`src/rtl/i2c_cmd_sequencer_if.sv`:
```
// Command, response and i2c_master-facing signals of the I2C command sequencer.
// The slave modport is the sequencer's view; master is the view of whatever drives it.
interface i2c_cmd_sequencer_if #(
    parameter int FIFO_DEPTH = 4
);
    localparam int LW = $clog2(FIFO_DEPTH) + 1;

    // Command push side
    logic          cmd_valid;
    logic          cmd_ready;
    logic [6:0]    cmd_addr;
    logic          cmd_rw;
    logic [7:0]    cmd_wdata;

    // Response side
    logic          rsp_valid;
    logic          rsp_ready;
    logic [7:0]    rsp_rdata;
    logic          rsp_ack_err;
    logic          rsp_timeout;

    // i2c_master command and status
    logic          m_start;
    logic [6:0]    m_addr;
    logic          m_rw;
    logic [7:0]    m_data_in;
    logic [7:0]    m_data_out;
    logic          m_ack_error;
    logic          m_busy;

    logic [LW-1:0] fifo_level;

    modport slave (
        input  cmd_valid, cmd_addr, cmd_rw, cmd_wdata,
        output cmd_ready,
        output rsp_valid, rsp_rdata, rsp_ack_err, rsp_timeout,
        input  rsp_ready,
        output m_start, m_addr, m_rw, m_data_in,
        input  m_data_out, m_ack_error, m_busy,
        output fifo_level
    );

    modport master (
        output cmd_valid, cmd_addr, cmd_rw, cmd_wdata,
        input  cmd_ready,
        input  rsp_valid, rsp_rdata, rsp_ack_err, rsp_timeout,
        output rsp_ready,
        input  m_start, m_addr, m_rw, m_data_in,
        output m_data_out, m_ack_error, m_busy,
        input  fifo_level
    );
endinterface

```
`src/rtl/i2c_cmd_sequencer.sv`:
```
// Queues I2C commands in a small FIFO and runs them one at a time through an
// i2c_master, returning one response per command with ack-error and timeout status.
module i2c_cmd_sequencer #(
    parameter int FIFO_DEPTH     = 4,      // power of two, 2..16
    parameter int TIMEOUT_CYCLES = 65535
) (
    input  logic              clk,
    input  logic              rst_n,
    i2c_cmd_sequencer_if.slave bus
);

    localparam int AW = $clog2(FIFO_DEPTH);
    localparam int CW = $clog2(TIMEOUT_CYCLES + 1);

    localparam logic [AW:0]   DEPTH_L  = (AW + 1)'(FIFO_DEPTH);
    localparam logic [CW-1:0] TO_LIMIT = CW'(TIMEOUT_CYCLES);

    localparam logic [1:0] ST_IDLE      = 2'd0;
    localparam logic [1:0] ST_LAUNCH    = 2'd1;
    localparam logic [1:0] ST_WAIT_DONE = 2'd2;
    localparam logic [1:0] ST_RESP      = 2'd3;

    typedef struct packed {
        logic [6:0] addr;
        logic       rw;
        logic [7:0] wdata;
    } cmd_t;

    // ------------------------------------------------------------------
    // Command FIFO
    // ------------------------------------------------------------------
    cmd_t          fifo_mem_q [FIFO_DEPTH];
    logic [AW-1:0] wr_ptr_q, wr_ptr_d;
    logic [AW-1:0] rd_ptr_q, rd_ptr_d;
    logic [AW:0]   level_q,  level_d;

    logic cmd_ready;
    logic push;
    logic pop;
    cmd_t cmd_in;
    cmd_t head;

    assign cmd_ready = (level_q < DEPTH_L);
    assign push      = bus.cmd_valid && cmd_ready;
    assign cmd_in    = '{addr: bus.cmd_addr, rw: bus.cmd_rw, wdata: bus.cmd_wdata};
    assign head      = fifo_mem_q[rd_ptr_q];

    // NOTE: every signal written in always_comb gets a default first, so no path can infer a latch.
    always_comb begin
        wr_ptr_d = wr_ptr_q;
        rd_ptr_d = rd_ptr_q;
        level_d  = level_q;
        if (push) wr_ptr_d = wr_ptr_q + AW'(1);
        if (pop)  rd_ptr_d = rd_ptr_q + AW'(1);
        case ({push, pop})
            2'b10:   level_d = level_q + (AW + 1)'(1);
            2'b01:   level_d = level_q - (AW + 1)'(1);
            default: level_d = level_q;
        endcase
    end

    // NOTE: storage is not reset; an entry is only read after a push has written it.
    always_ff @(posedge clk) begin
        if (push) fifo_mem_q[wr_ptr_q] <= cmd_in;
    end

    // NOTE: state registers use non-blocking assignments so all flops update together at the edge.
    always_ff @(posedge clk or negedge rst_n) begin
        if (!rst_n) begin
            wr_ptr_q <= '0;
            rd_ptr_q <= '0;
            level_q  <= '0;
        end else begin
            wr_ptr_q <= wr_ptr_d;
            rd_ptr_q <= rd_ptr_d;
            level_q  <= level_d;
        end
    end

    // ------------------------------------------------------------------
    // Transaction FSM
    // ------------------------------------------------------------------
    logic [1:0]    state_q,     state_d;
    logic [6:0]    m_addr_q,    m_addr_d;
    logic          m_rw_q,      m_rw_d;
    logic [7:0]    m_data_q,    m_data_d;
    logic [CW-1:0] cnt_q,       cnt_d;
    logic [7:0]    rsp_rdata_q, rsp_rdata_d;
    logic          rsp_ack_q,   rsp_ack_d;
    logic          rsp_to_q,    rsp_to_d;

    logic [CW-1:0] cnt_inc;
    logic          cnt_expired;

    assign cnt_inc     = cnt_q + CW'(1);
    assign cnt_expired = (cnt_inc == TO_LIMIT);

    always_comb begin
        state_d     = state_q;
        m_addr_d    = m_addr_q;
        m_rw_d      = m_rw_q;
        m_data_d    = m_data_q;
        cnt_d       = cnt_q;
        rsp_rdata_d = rsp_rdata_q;
        rsp_ack_d   = rsp_ack_q;
        rsp_to_d    = rsp_to_q;
        pop         = 1'b0;

        case (state_q)
            ST_IDLE: begin
                if (level_q != '0) begin
                    pop      = 1'b1;
                    m_addr_d = head.addr;
                    m_rw_d   = head.rw;
                    m_data_d = head.wdata;
                    cnt_d    = '0;
                    state_d  = ST_LAUNCH;
                end
            end

            ST_LAUNCH: begin
                cnt_d = cnt_inc;
                if (cnt_expired) begin
                    rsp_rdata_d = 8'h00;
                    rsp_ack_d   = 1'b0;
                    rsp_to_d    = 1'b1;
                    state_d     = ST_RESP;
                end else if (bus.m_busy) begin
                    state_d = ST_WAIT_DONE;
                end
            end

            ST_WAIT_DONE: begin
                // A finished transfer wins over a timeout landing on the same cycle.
                if (!bus.m_busy) begin
                    rsp_rdata_d = m_rw_q ? bus.m_data_out : 8'h00;
                    rsp_ack_d   = bus.m_ack_error;
                    rsp_to_d    = 1'b0;
                    state_d     = ST_RESP;
                end else begin
                    cnt_d = cnt_inc;
                    if (cnt_expired) begin
                        rsp_rdata_d = 8'h00;
                        rsp_ack_d   = 1'b0;
                        rsp_to_d    = 1'b1;
                        state_d     = ST_RESP;
                    end
                end
            end

            ST_RESP: begin
                if (bus.rsp_ready) state_d = ST_IDLE;
            end

            default: state_d = ST_IDLE;
        endcase
    end

    always_ff @(posedge clk or negedge rst_n) begin
        if (!rst_n) begin
            state_q     <= ST_IDLE;
            m_addr_q    <= '0;
            m_rw_q      <= 1'b0;
            m_data_q    <= '0;
            cnt_q       <= '0;
            rsp_rdata_q <= '0;
            rsp_ack_q   <= 1'b0;
            rsp_to_q    <= 1'b0;
        end else begin
            state_q     <= state_d;
            m_addr_q    <= m_addr_d;
            m_rw_q      <= m_rw_d;
            m_data_q    <= m_data_d;
            cnt_q       <= cnt_d;
            rsp_rdata_q <= rsp_rdata_d;
            rsp_ack_q   <= rsp_ack_d;
            rsp_to_q    <= rsp_to_d;
        end
    end

    // Decoded from the registered state, so reset drops m_start immediately.
    assign bus.m_start     = (state_q == ST_LAUNCH);
    assign bus.m_addr      = m_addr_q;
    assign bus.m_rw        = m_rw_q;
    assign bus.m_data_in   = m_data_q;

    assign bus.rsp_valid   = (state_q == ST_RESP);
    assign bus.rsp_rdata   = rsp_rdata_q;
    assign bus.rsp_ack_err = rsp_ack_q;
    assign bus.rsp_timeout = rsp_to_q;

    assign bus.cmd_ready   = cmd_ready;
    assign bus.fifo_level  = level_q;

endmodule

```
`src/flat_wrapper.sv`:
```
// flat-port wrapper written by rule: the top's interface ports become plain ports
module i2c_cmd_sequencer_flat 
#(
    parameter int FIFO_DEPTH     = 4,                            
    parameter int TIMEOUT_CYCLES = 65535
)
  (clk, rst_n, bus_cmd_valid, bus_cmd_addr, bus_cmd_rw, bus_cmd_wdata, bus_cmd_ready, bus_rsp_valid, bus_rsp_rdata, bus_rsp_ack_err, bus_rsp_timeout, bus_rsp_ready, bus_m_start, bus_m_addr, bus_m_rw, bus_m_data_in, bus_m_data_out, bus_m_ack_error, bus_m_busy, bus_fifo_level);
  i2c_cmd_sequencer_if #(.FIFO_DEPTH(FIFO_DEPTH)) bus_i ();
  input  logic clk;
  input  logic rst_n;
  input wire logic [$bits(bus_i.cmd_valid)-1:0] bus_cmd_valid;
  input wire logic [$bits(bus_i.cmd_addr)-1:0] bus_cmd_addr;
  input wire logic [$bits(bus_i.cmd_rw)-1:0] bus_cmd_rw;
  input wire logic [$bits(bus_i.cmd_wdata)-1:0] bus_cmd_wdata;
  output wire logic [$bits(bus_i.cmd_ready)-1:0] bus_cmd_ready;
  output wire logic [$bits(bus_i.rsp_valid)-1:0] bus_rsp_valid;
  output wire logic [$bits(bus_i.rsp_rdata)-1:0] bus_rsp_rdata;
  output wire logic [$bits(bus_i.rsp_ack_err)-1:0] bus_rsp_ack_err;
  output wire logic [$bits(bus_i.rsp_timeout)-1:0] bus_rsp_timeout;
  input wire logic [$bits(bus_i.rsp_ready)-1:0] bus_rsp_ready;
  output wire logic [$bits(bus_i.m_start)-1:0] bus_m_start;
  output wire logic [$bits(bus_i.m_addr)-1:0] bus_m_addr;
  output wire logic [$bits(bus_i.m_rw)-1:0] bus_m_rw;
  output wire logic [$bits(bus_i.m_data_in)-1:0] bus_m_data_in;
  input wire logic [$bits(bus_i.m_data_out)-1:0] bus_m_data_out;
  input wire logic [$bits(bus_i.m_ack_error)-1:0] bus_m_ack_error;
  input wire logic [$bits(bus_i.m_busy)-1:0] bus_m_busy;
  output wire logic [$bits(bus_i.fifo_level)-1:0] bus_fifo_level;
  assign bus_i.cmd_valid = bus_cmd_valid;
  assign bus_i.cmd_addr = bus_cmd_addr;
  assign bus_i.cmd_rw = bus_cmd_rw;
  assign bus_i.cmd_wdata = bus_cmd_wdata;
  assign bus_cmd_ready = bus_i.cmd_ready;
  assign bus_rsp_valid = bus_i.rsp_valid;
  assign bus_rsp_rdata = bus_i.rsp_rdata;
  assign bus_rsp_ack_err = bus_i.rsp_ack_err;
  assign bus_rsp_timeout = bus_i.rsp_timeout;
  assign bus_i.rsp_ready = bus_rsp_ready;
  assign bus_m_start = bus_i.m_start;
  assign bus_m_addr = bus_i.m_addr;
  assign bus_m_rw = bus_i.m_rw;
  assign bus_m_data_in = bus_i.m_data_in;
  assign bus_i.m_data_out = bus_m_data_out;
  assign bus_i.m_ack_error = bus_m_ack_error;
  assign bus_i.m_busy = bus_m_busy;
  assign bus_fifo_level = bus_i.fifo_level;
  i2c_cmd_sequencer #(.FIFO_DEPTH(FIFO_DEPTH), .TIMEOUT_CYCLES(TIMEOUT_CYCLES)) u_core (.clk(clk), .rst_n(rst_n), .bus(bus_i));
endmodule
```
`config.mk`:
```
export PLATFORM = sky130hd
export DESIGN_NAME = i2c_cmd_sequencer_flat
export DESIGN_NICKNAME = d
export VERILOG_FILES = /design/src/rtl/i2c_cmd_sequencer_if.sv /design/src/rtl/i2c_cmd_sequencer.sv /design/src/flat_wrapper.sv
export SDC_FILE = /design/constraint.sdc
export NUM_CORES = 1
export LEC_CHECK = 0
export ABC_AREA = 1
export BUFFER_PORTS_ARGS = -buffer_cell sky130_fd_sc_hd__buf_4
export CORE_UTILIZATION = 52
export DETAILED_ROUTE_END_ITERATION = 8
export GPL_ROUTABILITY_DRIVEN = 0
export GPL_TIMING_DRIVEN = 0
export PLACE_DENSITY = 0.81
export SYNTH_ARGS = -nofsm -noshare
export SYNTH_HDL_FRONTEND = slang
export SYNTH_SLANG_ARGS = --single-unit
```
`constraint.sdc`:
```
create_clock -name clk -period 2.7 [get_ports clk]
set_input_delay 0.135 -clock clk [delete_from_list [all_inputs] [get_ports clk]]
set_output_delay 0.135 -clock clk [all_outputs]
set_load 0.005 [all_outputs]
```
# ---- Yosys cells after proc, flatten, opt, wreduce, memory -nomap -nowiden
# Memory sizes are Yosys's and may differ from the RTL's. A register that Yosys moved wholly into a read port is not among the register bits.
# Index checks and enable logic that the tools add are counted.
dict set report op_classes {
  addsub 5
  order_cmp 1
  eq_ne 11
  n_mux 25
  n_reduce_logical 10
}
# operator n
set ops {}
lappend ops {{16-bit one-hot mux with 3 select lines} 1}
lappend ops {{16-bit two-way mux} 2}
lappend ops {{8-bit two-way mux} 3}
lappend ops {{16-bit by 1-bit adder with 16-bit output, second input constant} 1}
lappend ops {{16-bit == test, second input constant} 1}
lappend ops {{8-bit one-hot mux with 2 select lines} 1}
lappend ops {{2-bit two-way mux} 6}
lappend ops {{1-bit two-way mux} 8}
lappend ops {{2-bit one-hot mux with 4 select lines} 1}
lappend ops {{2-bit == test, second input constant} 3}
lappend ops {{3-bit one-hot mux with 2 select lines} 1}
lappend ops {{3-bit nonzero test} 2}
lappend ops {{2-bit by 1-bit adder with 2-bit output, second input constant} 2}
lappend ops {{2-bit by 1-bit == test with 1-bit output, second input constant} 2}
lappend ops {{2-bit by 1-bit != test with 1-bit output, second input constant} 2}
lappend ops {{1-bit one-hot mux with 2 select lines} 2}
lappend ops {{4-bit AND reduction} 1}
lappend ops {{2-bit nonzero test} 2}
lappend ops {{3-bit by 1-bit adder with 3-bit output, second input constant} 1}
lappend ops {{3-bit < comparator, second input constant} 1}
lappend ops {{3-bit by 1-bit != test with 1-bit output, second input constant} 1}
lappend ops {{3-bit by 2-bit != test with 1-bit output, second input constant} 1}
lappend ops {{3-bit AND reduction} 1}
lappend ops {{3-bit by 1-bit subtractor with 3-bit output, second input constant} 1}
lappend ops {{5 further kinds} 5}
dict set report word_totals {
  reg_bits 35
  ramBits 64
  inputBits 30
  output_inout_bits 32
  mem_count 1
}
# name words width read_ports rd_ports_with_merged_regs write_ports line
set mem_list {}
lappend mem_list {u_core.fifo_mem_q 4 16 1 1 1 i2c_cmd_sequencer.sv:32} ;# cmd_t fifo_mem_q [FIFO_DEPTH];

# ---- Depth between registers and ports, before layout
dict set report depth {
  word_depth 5
  depth_mapped 14
  depth_no_buf 14
}

# ---- Least setup slack after synthesis
# OpenSTA, ideal clock, no wires.
dict set report synth_path {
  path_kind {flip-flop to flip-flop}
  startpoint {register u_core.state_q[0]}
  endpoint {register u_core.level_q[2] (netlist: u_core.bus.fifo_level[2])}
  setup_ps 131
  arrival_ps 2338
  t_required_ps 2569
  path_slack_ps 231
  path_stages_with_launch 12
  path_buffers 1
  period_less_slack_ps 2469
  path_cell_list {dfrtp_1 > inv_1 > ha_1 > inv_1 > a31oi_1 > clkbuf_1 > ha_1 > inv_1 > fa_1 > a21oi_1 > o21ai_0 > xor2_1}
}
dict set report synth_via {
  elab_chain_cells 4
  word_cells_on_any_way 6
  classes_between {2 x eq/ne; 2 x mux; 2 x reduce/logical}
}
# element line
set synth_lines {}
lappend synth_lines {{start: declaration} i2c_cmd_sequencer.sv:83} ;# logic [1:0] state_q, state_d;
lappend synth_lines {{start signal: assignment} i2c_cmd_sequencer.sv:170} ;# state_q <= state_d;
lappend synth_lines {{2-bit zero test (*)} i2c_cmd_sequencer.sv:109} ;# case (state_q)
lappend synth_lines {{1-bit two-way mux (*)} i2c_cmd_sequencer.sv:109}
lappend synth_lines {{via u_core.pop} i2c_cmd_sequencer.sv:39} ;# logic pop;
lappend synth_lines {{2-bit by 1-bit == test with 1-bit output / 2-bit == test (equally long branches)} i2c_cmd_sequencer.sv:55} ;# case ({push, pop})
lappend synth_lines {{3-bit one-hot mux with 2 select lines / 2-bit nonzero test (equally long branches)} n/a}
lappend synth_lines {{end signal: assignment} i2c_cmd_sequencer.sv:76} ;# level_q <= level_d;
lappend synth_lines {{end: declaration} i2c_cmd_sequencer.sv:35} ;# logic [AW:0] level_q, level_d;
# Mark *: on every way through the listed nets, which the timed path passes. The rest lies on a longest branch.
# A chain may end at the register's enable or synchronous reset.

# ---- Worst setup path after layout
dict set report layout_path {
  startpoint {register u_core.state_q[1]}
  endpoint {register u_core.level_q[2] (netlist: u_core.bus.fifo_level[2])}
}
# The elaborated chain is that of the path after synthesis.

==> impl_metrics.env <==
export IMPL_ir_worst_vdd_mv=0.778
export IMPL_synth_edff_count=64
export IMPL_setup_violations=0
export IMPL_switchingPower_uw=2760
export IMPL_synth_common_cells="110 x nor2_1, 75 x nand2_1, 64 x edfxtp_1, 54 x o21ai_0, 51 x dfrtp_1"
export IMPL_regToRegEndpoint="u_core.bus.fifo_level[2]"
export IMPL_fp_dieArea_sq_mm=0.0102
export IMPL_cts_buffer_depth=2
export IMPL_synthDistinctLibCells=27
export IMPL_route_vias_total=4083
export IMPL_core_area_sq_mm=0.00937
export IMPL_rr_worst_depth=11
export IMPL_critPathRequiredTime_ps=3080
export IMPL_worst_pin_slew_ps=941
export IMPL_final_nets=672
export IMPL_fp_dieH_microns=101
export IMPL_root_buffer="clkbuf_8"
export IMPL_dr_pass1_iters=4
export IMPL_syn_area_sq_mm=0.00512
export IMPL_path_cells="inv_1 -> ha_1 -> inv_1 -> a31oi_4 -> buf_4 -> ha_1 -> inv_1 -> fa_1 -> a21oi_1 -> o21ai_0 -> xor2_1"
export IMPL_crit_top_cell="inv_1"
export IMPL_yosysMostFrequentCell="nor2_1"
export IMPL_pre_cts_slack_ps=-352
export IMPL_grt_start_max_net_pins=52
export IMPL_rsz0062_at_grt="no"
export IMPL_finalMaxSlewViolations=0
export IMPL_ys_ff_latch=115
export IMPL_routedWlPerCell_microns=15.3
export IMPL_status="finished clean"
export IMPL_power_density_mw_per_mm2=1100
export IMPL_clock_skew_ps=11.0
export IMPL_synthTopCellsByArea="edfxtp_1 38%, dfrtp_1 25%, nor2_1 8.1%"
export IMPL_dp_hpwl_microns=7250
export IMPL_insertion_delay_ps=520
export IMPL_htreeDepth=4
export IMPL_min_delay_path_depth=5
export IMPL_worstSetupPathType="register to register"
export IMPL_syn_inst=520
export IMPL_ys_async_sr_fraction_pct=44.3
export IMPL_area_delta_synth_final_pct=28.9
export IMPL_die_width_microns=101
export IMPL_n_antenna_cell=0
export IMPL_antenna_found_initial=0
export IMPL_clock_fmax_mhz=415
export IMPL_cts_made_buffers=17
export IMPL_setup_ws_ps=289
export IMPL_crit_slowest_cell="dfrtp_1"
export IMPL_cts_tree="done"
export IMPL_switching_share_pct=38.2
export IMPL_tns_ps=0
export IMPL_whs_endpoint="u_core.bus.rsp_rdata[4]"
export IMPL_grt_pass1_wl_microns=19100
export IMPL_setup_worst_path_start_class="register"
export IMPL_dp_cells=712
export IMPL_cpPeakStageDelay_ps=430
export IMPL_stdcell_count=771
export IMPL_postRouteAntennaNets=0
export IMPL_period_share_pct=89.3
export IMPL_ys_seq_area_share_pct=62.4
export IMPL_first_iter_violations=233
export IMPL_routed_via_density=5.30
export IMPL_grt_usage_pct=25.2
export IMPL_synth_top_cell_area_share_pct=37.5
export IMPL_yosysWarnings=0
export IMPL_power_leakage_uw=0.00268
export IMPL_num_rows=35
export IMPL_clkPwrFrac_pct=27.8
export IMPL_pin_count=62
export IMPL_maxCapViolCount=0
export IMPL_grt_pass1_vias=4026
export IMPL_end_kind="register"
export IMPL_initial_core_util_pct=54.6
export IMPL_clk_pin_slew_ps=60
export IMPL_synth_area_per_cell_sq_um=9.85
export IMPL_ys_flop_type="edfxtp_1"
export IMPL_p_comb_share_pct=36.9
export IMPL_rrSetupSlack_ps=290
export IMPL_drive_gt1_share_pct=17.9
export IMPL_synthesis_nets=563
export IMPL_min_period_ps=2410
export IMPL_p_int_uw=4470
export IMPL_max_slew_margin_pct=37.2
export IMPL_cp_max_fo=10
export IMPL_hp_start="bus_m_data_out[4]"
export IMPL_reg2reg_from="u_core.state_q[1]"
export IMPL_cts_sinks=115
export IMPL_drc=0
export IMPL_wirelength_microns=11800
export IMPL_port_buffers=61
export IMPL_power_frac_seq_pct=35.2
export IMPL_gr_total_overflow=0
export IMPL_hold_viol=0
export IMPL_arrival_ps=2800
export IMPL_hold_path_class="input pin to register"
export IMPL_synth_top_cell_by_area="edfxtp_1"
-- registers in the layout, summed over array words and instances, names as in the netlist --
register and count:
u_core.wr_ptr_q 2, u_core.bus.fifo_level 3, u_core.bus.m_rw 1, u_core.bus.m_data_in 8, u_core.bus.rsp_rdata 8, u_core.fifo_mem_q 64
u_core.state_q 2, u_core.bus.rsp_ack_err 1, u_core.bus.m_addr 7, u_core.bus.rsp_timeout 1, u_core.cnt_q 16, u_core.rd_ptr_q 2
-- area by class of cell --
type	count	area (sq um)
Timing Repair Buffer	90	753
Tap cell	129	161
Clock inverter	14	119
Inverter	49	184
Buffer	18	72.6
Fill cell	631	2770
Multi-Input combinational cell	338	1700
Sequential cell	115	3200
Clock buffer	18	418
-- cells in the final DEF (no fill, tap or decap), drive strengths merged --
cell type and n:
dlygate4sd3 25, inv 54, nor2 116, a21oi 11
clkinvlp 4, o22ai 2, nand2 79, ha 12
buf 68, xnor2 1, nand3 31, nand4 6
xor2 6, o21a 1, a31oi 17, clkinv 5
clkbuf 33, o21ai 55, edfxtp 64, fa 1
dfrtp 51
-- worst max-delay path by stage --
| stage | depth (start not counted) | slack (ps) | from | end |
|---|---|---|---|---|
| floorplan | 11 | 230 | u_core.state_q[0] | u_core.bus.fifo_level[2] |
| CTS | 11 | 100 | u_core.state_q[1] | u_core.bus.fifo_level[2] |
| global placement | 11 | -280 | u_core.state_q[0] | u_core.bus.fifo_level[2] |
| global route | 10 | 100 | u_core.state_q[0] | u_core.cnt_q[15] |
| detailed placement | 11 | -350 | u_core.state_q[1] | u_core.bus.fifo_level[2] |
| finish | 11 | 290 | u_core.state_q[1] | u_core.bus.fifo_level[2] |
-- power by group through the flow --
stage	Clock (uW)	Combinational, uW	Sequential (uW)
3_3_place_gp	0	2410	2550
4_1_cts	2030	2630	2540
3_5_place_dp	0	2530	2570
6_report	2010	2670	2550
5_1_grt	2110	3000	2590
2_1_floorplan	0	1560	2530
-- logic make-up (layout without fill, tap and decap cells) --
kind of cell | Yosys count | count (layout) | synth area share, %
buf+inv | 67 | 189 | 4.94
flops | 115 | 115 | 62.4
compound gates | 86 | 86 | 8.92
fa+ha+maj | 13 | 13 | 3.32
xor+xnor | 7 | 7 | 1.20
simple gates | 232 | 232 | 19.2
-- layer usage --
layer / routed length [microns] / track usage (%) / up-vias
li1: - / - / 1958
met1: 4800 / 29.3 / 1936
met5: 0 / 0 / -
met3: 737 / 7.11 / 25
met2: 6070 / 43.9 / 164
met4: 196 / 10.5 / 0
-- per-stage QoR --
stage / hold slack (ps) / cell area, sq um / power, uW / util (%)
after floorplan: -161 / 5120 / 4090 / -
after global placement: 212 / 5740 / 4960 / 61.3
after detailed placement: 218 / 5780 / 5100 / 61.7
after CTS: 17.9 / 6580 / 7200 / 70.3
after global routing: 44.6 / 6600 / 7700 / 70.4
final: 26.7 / 6600 / 7230 / 70.4
-- worst max-delay path: cells and delay by family, from the launching register on --
family,cells,cell delay [ps]
buffers and inverters,4,490
xor gates and xnor gates,1,170
AOI/OAI and AO/OA,3,460
DFF,1,430
adders and majority gates,3,730
-- what timing repair did --
item | CTS | global route
hold buffers | 25 | 0
endpoints found under the setup margin | 2 | 1
pin swaps | 0 | 0
buffers inserted | 0 | 2
cloned | 0 | 0
resized for setup | 3 | 3
endpoints found under the hold margin | 123 | 0
Note: power is estimated with default switching activity, not from simulation.
